[config.mk]
export PLATFORM = sky130hd
export DESIGN_NAME = sopc_mem_arbiter
export DESIGN_NICKNAME = d
export VERILOG_FILES = /design/src/rtl/sopc_mem_arbiter.sv
export SDC_FILE = /design/constraint.sdc
export NUM_CORES = 1
export LEC_CHECK = 0
export ABC_AREA = 1
export CAP_MARGIN = 5
export CORE_ASPECT_RATIO = 2
export CORE_MARGIN = 2
export CORE_UTILIZATION = 41
export DETAILED_ROUTE_END_ITERATION = 8
export GPL_TIMING_DRIVEN = 0
export PLACE_DENSITY = 0.86
export SYNTH_ARGS = -nofsm -noshare
export SYNTH_HDL_FRONTEND = slang
export SYNTH_SLANG_ARGS = --single-unit
export TNS_END_PERCENT = 1
[constraint.sdc]
create_clock -name clk -period 1.9 [get_ports clk]
set_clock_uncertainty 0.05 [all_clocks]
set_input_delay 0.38 -clock clk [delete_from_list [all_inputs] [get_ports clk]]
set_output_delay 0.38 -clock clk [all_outputs]
set_load 0.1 [all_outputs]
[src/rtl/sopc_mem_arbiter.sv]
// sopc_mem_arbiter: N-master memory front end with round-robin arbitration and LATENCY wait states.
// Define ARB_FIXED_PRIO_EN to replace round-robin with fixed lowest-index-first priority.
module sopc_mem_arbiter #(
    parameter int NUM_MASTERS = 2,
    parameter int ADDR_WIDTH  = 32,
    parameter int DATA_WIDTH  = 32,
    parameter int MASK_WIDTH  = DATA_WIDTH / 8,
    parameter int LATENCY     = 2
) (
    input  logic                              clk,
    input  logic                              rst,
    input  logic [NUM_MASTERS-1:0]            m_req,
    input  logic [NUM_MASTERS-1:0]            m_we,
    input  logic [NUM_MASTERS*ADDR_WIDTH-1:0] m_addr,
    input  logic [NUM_MASTERS*DATA_WIDTH-1:0] m_wdata,
    input  logic [NUM_MASTERS*MASK_WIDTH-1:0] m_mask,
    output logic [DATA_WIDTH-1:0]             m_rdata,
    output logic [NUM_MASTERS-1:0]            m_ready,
    output logic [NUM_MASTERS-1:0]            grant,
    output logic                              mem_req,
    output logic                              mem_we,
    output logic [ADDR_WIDTH-1:0]             mem_addr,
    output logic [DATA_WIDTH-1:0]             mem_wdata,
    output logic [MASK_WIDTH-1:0]             mem_mask,
    input  logic [DATA_WIDTH-1:0]             mem_rdata
);
    localparam int PW = NUM_MASTERS > 1 ? $clog2(NUM_MASTERS) : 1;
    localparam logic [7:0] LAT_M1 = LATENCY > 0 ? 8'(LATENCY - 1) : 8'd0;
    localparam logic [NUM_MASTERS-1:0] ONE = NUM_MASTERS'(1);

    typedef enum logic [1:0] {IDLE, WAIT, ACCESS, RESP} state_t;

    state_t                state_q, state_d;
    logic [7:0]            cnt_q, cnt_d;
    logic [PW-1:0]         gidx_q, gidx_d, win, idx, ptr;
    logic                  any_req;
    logic                  we_q, sel_we, src_we;
    logic [ADDR_WIDTH-1:0] addr_q, sel_addr, src_addr, mem_addr_q;
    logic [DATA_WIDTH-1:0] wdata_q, sel_wdata, src_wdata, mem_wdata_q, rdata_q;
    logic [MASK_WIDTH-1:0] mask_q, sel_mask, src_mask, mem_mask_q;

`ifdef ARB_FIXED_PRIO_EN
    assign ptr = '0;
`else
    logic [PW-1:0] ptr_q, ptr_d;
    assign ptr_d = state_q == RESP ? PW'((int'(gidx_q) + 1) % NUM_MASTERS) : ptr_q;
    always_ff @(posedge clk)
        ptr_q <= rst ? '0 : ptr_d;
    assign ptr = ptr_q;
`endif

    // Scan from the far end so the last hit is the first requester at or after ptr.
    always_comb begin
        win = '0;
        idx = '0;
        for (int k = NUM_MASTERS - 1; k >= 0; k--) begin
            idx = PW'((int'(ptr) + k) % NUM_MASTERS);
            if (m_req[idx]) win = idx;
        end
    end

    assign any_req   = |m_req;
    assign sel_we    = m_we[win];
    assign sel_addr  = m_addr[win*ADDR_WIDTH +: ADDR_WIDTH];
    assign sel_wdata = m_wdata[win*DATA_WIDTH +: DATA_WIDTH];
    assign sel_mask  = m_mask[win*MASK_WIDTH +: MASK_WIDTH];
    assign src_we    = state_q == IDLE ? sel_we : we_q;
    assign src_addr  = state_q == IDLE ? sel_addr : addr_q;
    assign src_wdata = state_q == IDLE ? sel_wdata : wdata_q;
    assign src_mask  = state_q == IDLE ? sel_mask : mask_q;

    always_comb begin
        state_d = state_q;
        cnt_d   = cnt_q;
        gidx_d  = gidx_q;
        case (state_q)
            IDLE: if (any_req) begin
                state_d = LATENCY > 0 ? WAIT : ACCESS;
                cnt_d   = LAT_M1;
                gidx_d  = win;
            end
            WAIT: begin
                state_d = cnt_q == 8'd0 ? ACCESS : WAIT;
                cnt_d   = cnt_q == 8'd0 ? 8'd0 : cnt_q - 8'd1;
            end
            ACCESS:  state_d = RESP;
            default: state_d = IDLE;
        endcase
    end

    // The backend bus registers load only on entry to ACCESS so they hold between accesses.
    always_ff @(posedge clk) begin
        if (rst) begin
            state_q     <= IDLE;
            cnt_q       <= '0;
            gidx_q      <= '0;
            we_q        <= 1'b0;
            addr_q      <= '0;
            wdata_q     <= '0;
            mask_q      <= '0;
            mem_addr_q  <= '0;
            mem_wdata_q <= '0;
            mem_mask_q  <= '0;
            rdata_q     <= '0;
        end else begin
            state_q <= state_d;
            cnt_q   <= cnt_d;
            gidx_q  <= gidx_d;
            if (state_q == IDLE && any_req) begin
                we_q    <= sel_we;
                addr_q  <= sel_addr;
                wdata_q <= sel_wdata;
                mask_q  <= sel_mask;
            end
            if (state_d == ACCESS) begin
                mem_addr_q  <= src_addr;
                mem_wdata_q <= src_wdata;
                mem_mask_q  <= src_we ? src_mask : '0;
            end
            if (state_q == ACCESS && !we_q) rdata_q <= mem_rdata;
        end
    end

    assign grant     = state_q == IDLE ? (any_req ? ONE << win : '0) : ONE << gidx_q;
    assign m_ready   = state_q == RESP ? ONE << gidx_q : '0;
    assign mem_req   = state_q == ACCESS;
    assign mem_we    = mem_req & we_q;
    assign mem_addr  = mem_addr_q;
    assign mem_wdata = mem_wdata_q;
    assign mem_mask  = mem_mask_q;
    assign m_rdata   = rdata_q;
endmodule

==> impl_summary.md, run 1 <==
Run status
The flow ran to the end, but the final reports show violations. The checks that failed: negative setup slack.

Synthesis
A synthesized cell averages 7.40 µm². The synthesized flop and latch total is roughly 180. The sequential area share after synthesis is 0.467.

The netlist uses 30 different library cells. For this run, the leading register cell type out of synthesis is dfxtp_1. After synthesis the cells add up to 7760 µm². The number of warnings printed during yosys synthesis is 0. The number of enable-type register cells in the synthesized netlist is 0.

The cell type contributing the most total cell area after synthesis is dfxtp_1. The share of synthesized area in the top cell type comes to 0.467. Sorting the synthesized cells by how often they occur yields nand3_1, nand2_1, dfxtp_1. The most frequent cell after synthesis is nand3_1.

The share of synthesized flip-flops with an asynchronous set or reset is 0. The post-synthesis net count is around 1,200. In the post-synthesis netlist, the biggest area contributors are dfxtp_1, nand3_1, nand2_1. The number of cells produced by synthesis is 1,048.

Drt
The number of nets still failing antenna checks after routing is 0. After detailed routing, the number of vias per cell comes to 5.25. The sum of met3 wire segment lengths after detailed routing is 1390 µm. The detailed-router iteration count before antenna repair is 5. The number of remaining DRC errors is 0.

The detailed router used layers up to and including met4. Summing over every cut layer, the via total after detailed routing is 8,286. For this block, wires on met1 add up to 9550 µm. The routed design uses 14,400 µm of met2 wire.

The routed design has 26,600 µm of wire. The routed wirelength normalized by instance count is 16.9 µm. The detailed router's first-iteration violation count is 350.

Clocking
The latest clock arrival within the worst-skew pair is 0.43 ns. Clock tree synthesis inserted a total of 17 buffers. In this run the clock root is driven by a clkbuf_16. The number of sinks driven by the clock tree is 181. The deepest clock path buffer count is 2. Clock-pin slew was measured on the worst setup and hold paths at 0.07 ns. TritonCTS built the clock tree. The clock tree synthesis step divided the H-tree into 4 levels.

Timing
Across all setup checks in the final design, the least slack found is -0.130 ns. The number of max-slew violations in the final report came to 0. The measured slew at the worst slew-check pin is between 0.6 and 0.7 ns.

Setup violations remaining at the end of the flow were counted as 3. In the finished design, the share of the clock period the worst path needs comes to 1.07. Setup repair after global routing could not meet its margin everywhere. The final hold violation count is 0. For the finished layout, the period the worst path requires is between 2 and 2.5 ns.

In this run the tightest slew margin relative to its limit is 0.589. The post-route worst hold slack is 0.332 ns. For this run, the top clock speed supported by timing is 493 MHz. After routing, the total negative slack on setup checks comes to -0.307 ns.

Worst setup path
The slowest stage of the critical path is the dfxtp_1 cell. Together, buffers and inverters on the worst path number 3. For this run, the slowest stage of the critical path takes 0.31 ns. Traced cell by cell, the critical path runs through inv_2, nand2_4, nand2_8, buf_8, nand3_1, o21ai_2, buf_12. Of all nets on the critical path, the largest fanout is 10. Grouping stages by cell kind, the critical path spends the most delay in buffers and inverters. The category of the critical setup timing path is register to output port. The worst setup path is launched from a register. Data on the critical path arrives at its endpoint at about 1.6 ns.

The sort of element at the end of the critical path is an output port. The data required time of the critical path is between 1 and 1.5 ns.

Placed design
The number of buffers added on ports is 277. The pre-CTS worst setup slack is -2.26 ns. The placed wire-length estimate is ~20,000 µm. The placed instances occupy a cell area of 10,800 µm². The final estimated routing congestion in global placement is 0.873.

Power and ir drop
The leakage power total is 4.84 nW. VDD sags by at most 0.841 mV. Dividing total power by cell area gives a power density of 1580 nW/µm².

Cells and area
The finished cells cover 11,600 µm². The area added between synthesis and finish is 49.5%. The final-layout fill cell count is approximately 1,600. Registers take 3630 µm². The share of final-layout standard cells stronger than drive strength 1 is 0.153. The final net count is 1,522.

For this run, the share of the core covered by cells in the final layout is 0.622. The number of diodes added for antenna fixing is 0. Summing all multi-input logic gate instances after layout gives between 3000 and 4000 µm².

Global route
Entering global routing, the biggest net connects 17 pins. The number of global-route vias before repair came to 8,250. The total overflow left after global routing is 0.

For this run, the total global-route usage over all layers was measured as 0.262. The first global-routing pass estimated 40,800 µm of wire. The number of antenna violations at the first check in global routing came to 0.

Floorplan
The area enclosed by the die boundary is 20,100 µm². The placeable core region is approximately 19,000 µm². Row generation in the floorplan step produced 71 rows. 280 I/O pins were placed. The die is ~200 µm tall. In this run the horizontal extent of the chip is between 100 and 150 µm. For this configuration, the core starts out at a cell density of 0.416.

Run
Across the run, the number of max-cap violations was 0.

Worst hold path
The type of the most critical hold path is input pin to register.
[flip-flops by register name, indices dropped and copies added, names as in the netlist]
name and cells:
wdata_q 32, state_q 2, mem_addr 32, cnt_q 8, mem_mask 4, mask_q 4
addr_q 32, m_rdata 32, ptr 1, gidx_q 1, mem_wdata 32, we_q 1
[where the power goes]
| group | switching, mW | leakage [nW] | internal [mW] | total (mW) |
|---|---|---|---|---|
| Combinational | 6.91 | 3.10 | 2.70 | 9.61 |
| Sequential | 0.595 | 1.48 | 4.90 | 5.49 |
| Clock | 1.56 | 0.251 | 1.71 | 3.26 |
| Total | 9.06 | 4.84 | 9.30 | 18.4 |
[path summary, 6_finish.rpt]
path / startpoint / end / slack, ns / cells past startpoint
setup reg to reg: ptr / addr_q[9] / 0.11 / 9
hold reg to reg: addr_q[28] / mem_addr[28] / 0.41 / 2
setup / recovery: ptr / grant[0] / -0.13 / 7
hold / removal: rst / mem_addr[3] / 0.33 / 4
[final cells by class]
| type | instances | share of cell area |
|---|---|---|
| Buffer | 86 | 0.0412 |
| Clock buffer | 21 | 0.0380 |
| Clock inverter | 11 | 0.00820 |
| Inverter | 110 | 0.0357 |
| Multi-Input combinational cell | 671 | 0.287 |
| Sequential cell | 181 | 0.313 |
| Tap cell | 219 | 0.0236 |
| Timing Repair Buffer | 279 | 0.253 |
[worst reg2reg max path: stages (launching register included)]
cell and delay, ns:
dfxtp_1 0.32, inv_2 0.05, nand2_4 0.13, buf_4 0.24, buf_2 0.28, clkbuf_4 0.27
nand3_1 0.11, nand3_1 0.13, o21ai_0 0.10, inv_1 0.07
[cell usage in the layout, fill, tap and decap left out, types with 9 or more instances in the layout]
cell,netlist,layout
o211ai_1,53,53
clkdlybuf4s15_2,0,99
clkbuf_16,0,17
clkdlybuf4s50_1,0,170
o21ai_0,30,29
buf_6,8,9
inv_1,106,105
buf_2,34,30
dfxtp_1,181,179
nand2_1,206,204
nor2_1,27,25
nand3_1,249,249
clkbuf_1,35,37
a21oi_1,37,36
o21ai_1,44,44
buf_4,5,9
[per-layer routing]
layer / up-vias / GRT usage
li1: 4073 / -
met1: 3845 / 0.256
met2: 296 / 0.496
met3: 72 / 0.0534
met5: - / 0
met4: 0 / 0.147
[repair_timing]
action	in CTS	in global routing
setup endpoints to repair	180	7
pin swaps	3	1
gates resized for setup	369	6
hold buffers	0	0
buffers inserted	2	0
[cell families after synthesis]
logic type                 synth area share
AOI/OAI and AO/OA                     0.132
adders and majority gates           0.00322
buffers and inverters                 0.110
DFF                                   0.467
and+or+nand+nor                       0.288
[through the flow]
stage / total power, mW / instances
floorplan: 12.3 / 1048
global route: 19.3 / 1578
finish: 18.4 / 1578
CTS: 18.4 / 1578
detailed placement: 15.0 / 1544
global placement: 14.8 / 1544
Power figures use the tool's default switching activity.
==> inputs of run 2 (changes only) <==
Settings changed: CAP_MARGIN 5 to 20, CTS_BUF_LIST set to sky130_fd_sc_hd__clkbuf_8, SETUP_SLACK_MARGIN set to 0.5.
==> run 2 against run 1 <==
Compared with the run above: flip-flop and latch count unchanged; non-clock buffer count increased by 8; first-iteration DRC count increased by 4.9%; critical path type unchanged; die area unchanged; highest routed layer unchanged; the flow still finishes with violations (negative setup slack); wire length increased by 11%.
==> impl_summary.md, run 2 (same netlist as run 1, synthesis figures left out) <==
Worst setup path
STA classifies the critical path endpoint as an output port. The data required time of the critical path was 1.47 ns (about the same). The endpoint identified for the worst register-to-register timing path is wdata_q[23]. The register-to-register path setup slack came to 0.13 ns (+0.02 ns). The startpoint identified for the worst register-to-register timing path is state_q[0]. The data arrival time of the worst path is 1.54 ns (-0.06 ns). The worst setup path is launched from a register. The worst reg2reg path depth is 10 (+1). The critical path is of the register to output port type.

The largest fanout of any net on the critical path is 4 (-6).

Clocking
The latest clock arrival within the worst-skew pair is 0.47 ns (+0.04 ns). TritonCTS built the clock tree. The deepest clock path buffer count is 2 (unchanged).

The post-cts hold buffer count is 0 (unchanged). The total CTS buffers came to 17 (unchanged). The library cell used as clock root buffer is clkbuf_8. The H-tree depth reported by CTS is 4 (unchanged). The number of sinks driven by the clock tree is 181 (unchanged). The clock edge transition at the registers on the reported setup and hold paths is 0.10 ns (+0.03 ns).

Timing
The peak clock frequency supported by timing is 508 MHz (+3.2%). The worst-case headroom to the max-slew limit is 0.524 (-0.0659). The number of max-slew violations in the final report came to 0 (unchanged). The minimum setup slack in the final design is -0.0669 ns (+0.0633 ns). The final hold violation count came to 0 (unchanged). The post-route setup TNS is -0.139 ns (+0.168 ns). The post-route worst hold slack is 0.338 ns (+0.00588 ns).

Setup repair after global routing could not meet its margin everywhere. The count of final setup violators is 3 (unchanged). The measured slew at the worst slew-check pin is 0.715 ns (+0.0960 ns). The time the worst path needs with I/O delays and setup came to 1.97 ns (-0.0633 ns). The share of the cycle needed by the critical path after routing is 1.04 (-0.0333).

Cells and area
The top cell types in the final layout, fill and taps aside, are nand2_1, nand3_1, clkdlybuf4s50_1. The final net count is 1,530 (+0.53%). The final design utilization is 0.716 (+0.0942).

The combined flip-flop and latch cell area is 3840 µm² (+5.8%). The post-route cell area was 13,400 µm² (+15%). Compared with the post-synthesis result, the final layout area differs by 72.1%. The final-layout fill cell count came to 1,292 (-18%). The final cell count without fillers is 1,587 (+0.57%).

The most common cell after layout, fill and taps aside is nand2_1. The share of final-layout standard cells stronger than drive strength 1 came to 0.313 (+0.160). The area of combinational cells with multiple inputs is 3790 µm² (+14%).

Power and ir drop
The power density over cell area is 1540 nW/µm² (-2.8%). The post-layout total power is 20.6 mW (+12%). The worst vdd rail ir drop is 0.866 mV (+3.0%). The leakage power total came to 5.53 nW (+14%).

Floorplan
The floorplan die height is 199 µm (unchanged). The placeable core region is 18,700 µm² (unchanged). The width of the chip is 101 µm (unchanged). The number of standard-cell rows in the floorplan is 71 (unchanged). The effective utilization at floorplan came to 0.416 (unchanged). The number of placed I/O pins is 280 (unchanged).

The area enclosed by the die boundary is 20,100 µm² (unchanged).

Drt
The detailed router's first-iteration violation count is 367 (+4.9%). The number of nets still failing antenna checks after routing was 0 (unchanged). The number of remaining DRC errors is 0 (unchanged). The via count is 8,666 (+4.6%).

The total wire length is 29,400 µm (+11%). The detailed-router iteration count before antenna repair was 7 (+2). The via count normalized by instance count is 5.46 (+4.0%). The routed wirelength normalized by instance count is 18.6 µm (+9.9%).

Global route
The total routing resource utilization after global routing is 0.279 (+0.0174). The number of antenna violations at the first check in global routing is 1 (+1). The pin count of the biggest net entering global routing was 17 (unchanged). The number of global-route vias before repair came to 8,679 (+5.2%).

The leftover overflow at the end of global routing is 0 (unchanged). The wire length of the first global-routing pass is 43,600 µm (+6.8%).

Placed design
The post-placement cell count is 1,544 (unchanged). The placed wire-length estimate is 19,900 µm (-0.25%). The final estimated routing congestion in global placement came to 0.848 (-2.9%).

The pre-CTS worst setup slack is -1.81 ns (+0.447 ns). The number of buffers added on ports is 277 (unchanged). The post-place instance area came to 10,900 µm² (+0.61%).

Run status
The run finished, with violations left. The checks that failed: negative setup slack.

Worst hold path
The number of instances on the worst hold path is 4 (unchanged). The launch point of the worst hold path is rst. The path with the worst hold slack has its endpoint at mem_addr[0].

The path class of the tightest hold or removal check is input pin to register.

Run
The max-cap violation count came to 0 (unchanged).
==> run 2: layer usage <==
| metal | vias to the layer above | global-route usage | wire [µm] |
|---|---|---|---|
| li1 | 4102 | - | - |
| met1 | 4105 | 0.271 | 9820 |
| met2 | 346 | 0.529 | 16300 |
| met3 | 113 | 0.0471 | 1550 |
| met4 | 0 | 0.175 | 1790 |
| met5 | - | 0 | 0 |
==> run 2: cell type report <==
cell class,instances,area share
repair buffers,287,0.293
multi-input cells,671,0.284
clock inverters,14,0.0111
flip-flops and latches,181,0.288
inverters,110,0.0318
diodes,1,0.000187
clock buffers,18,0.0185
plain buffers,86,0.0530
well taps,219,0.0205
==> run 2: worst max-delay path: stages, from the launching register on <==
cell and delay, ns:
dfxtp_4 0.38, nor2_4 0.05, buf_4 0.14, buf_6 0.13, o21ai_4 0.17, buf_12 0.19
==> run 2: worst max path at each step <==
stage	slack, ns	end	from
floorplan	0.16	grant[1]	state_q[1]
global placement	-1.81	grant[0]	m_req[0]
detailed placement	-1.81	grant[0]	m_req[0]
CTS	-0.08	grant[1]	ptr
global route	-0.11	grant[1]	ptr
finish	-0.07	grant[0]	state_q[0]
==> run 2: what timing repair did <==
item	4_1_cts	5_1_grt
gates resized for setup	1072	252
setup endpoints to repair	282	282
pin swaps	5	21
buffers inserted	9	1
==> run 2: power by group <==
group          leakage, nW  switching [mW]  internal (mW)  total [mW]
Combinational         3.78            7.47           4.44        11.9
Clock                0.209            1.51           1.22        2.74
Sequential            1.54           0.899           5.02        5.92
Total                 5.53            9.88           10.7        20.6
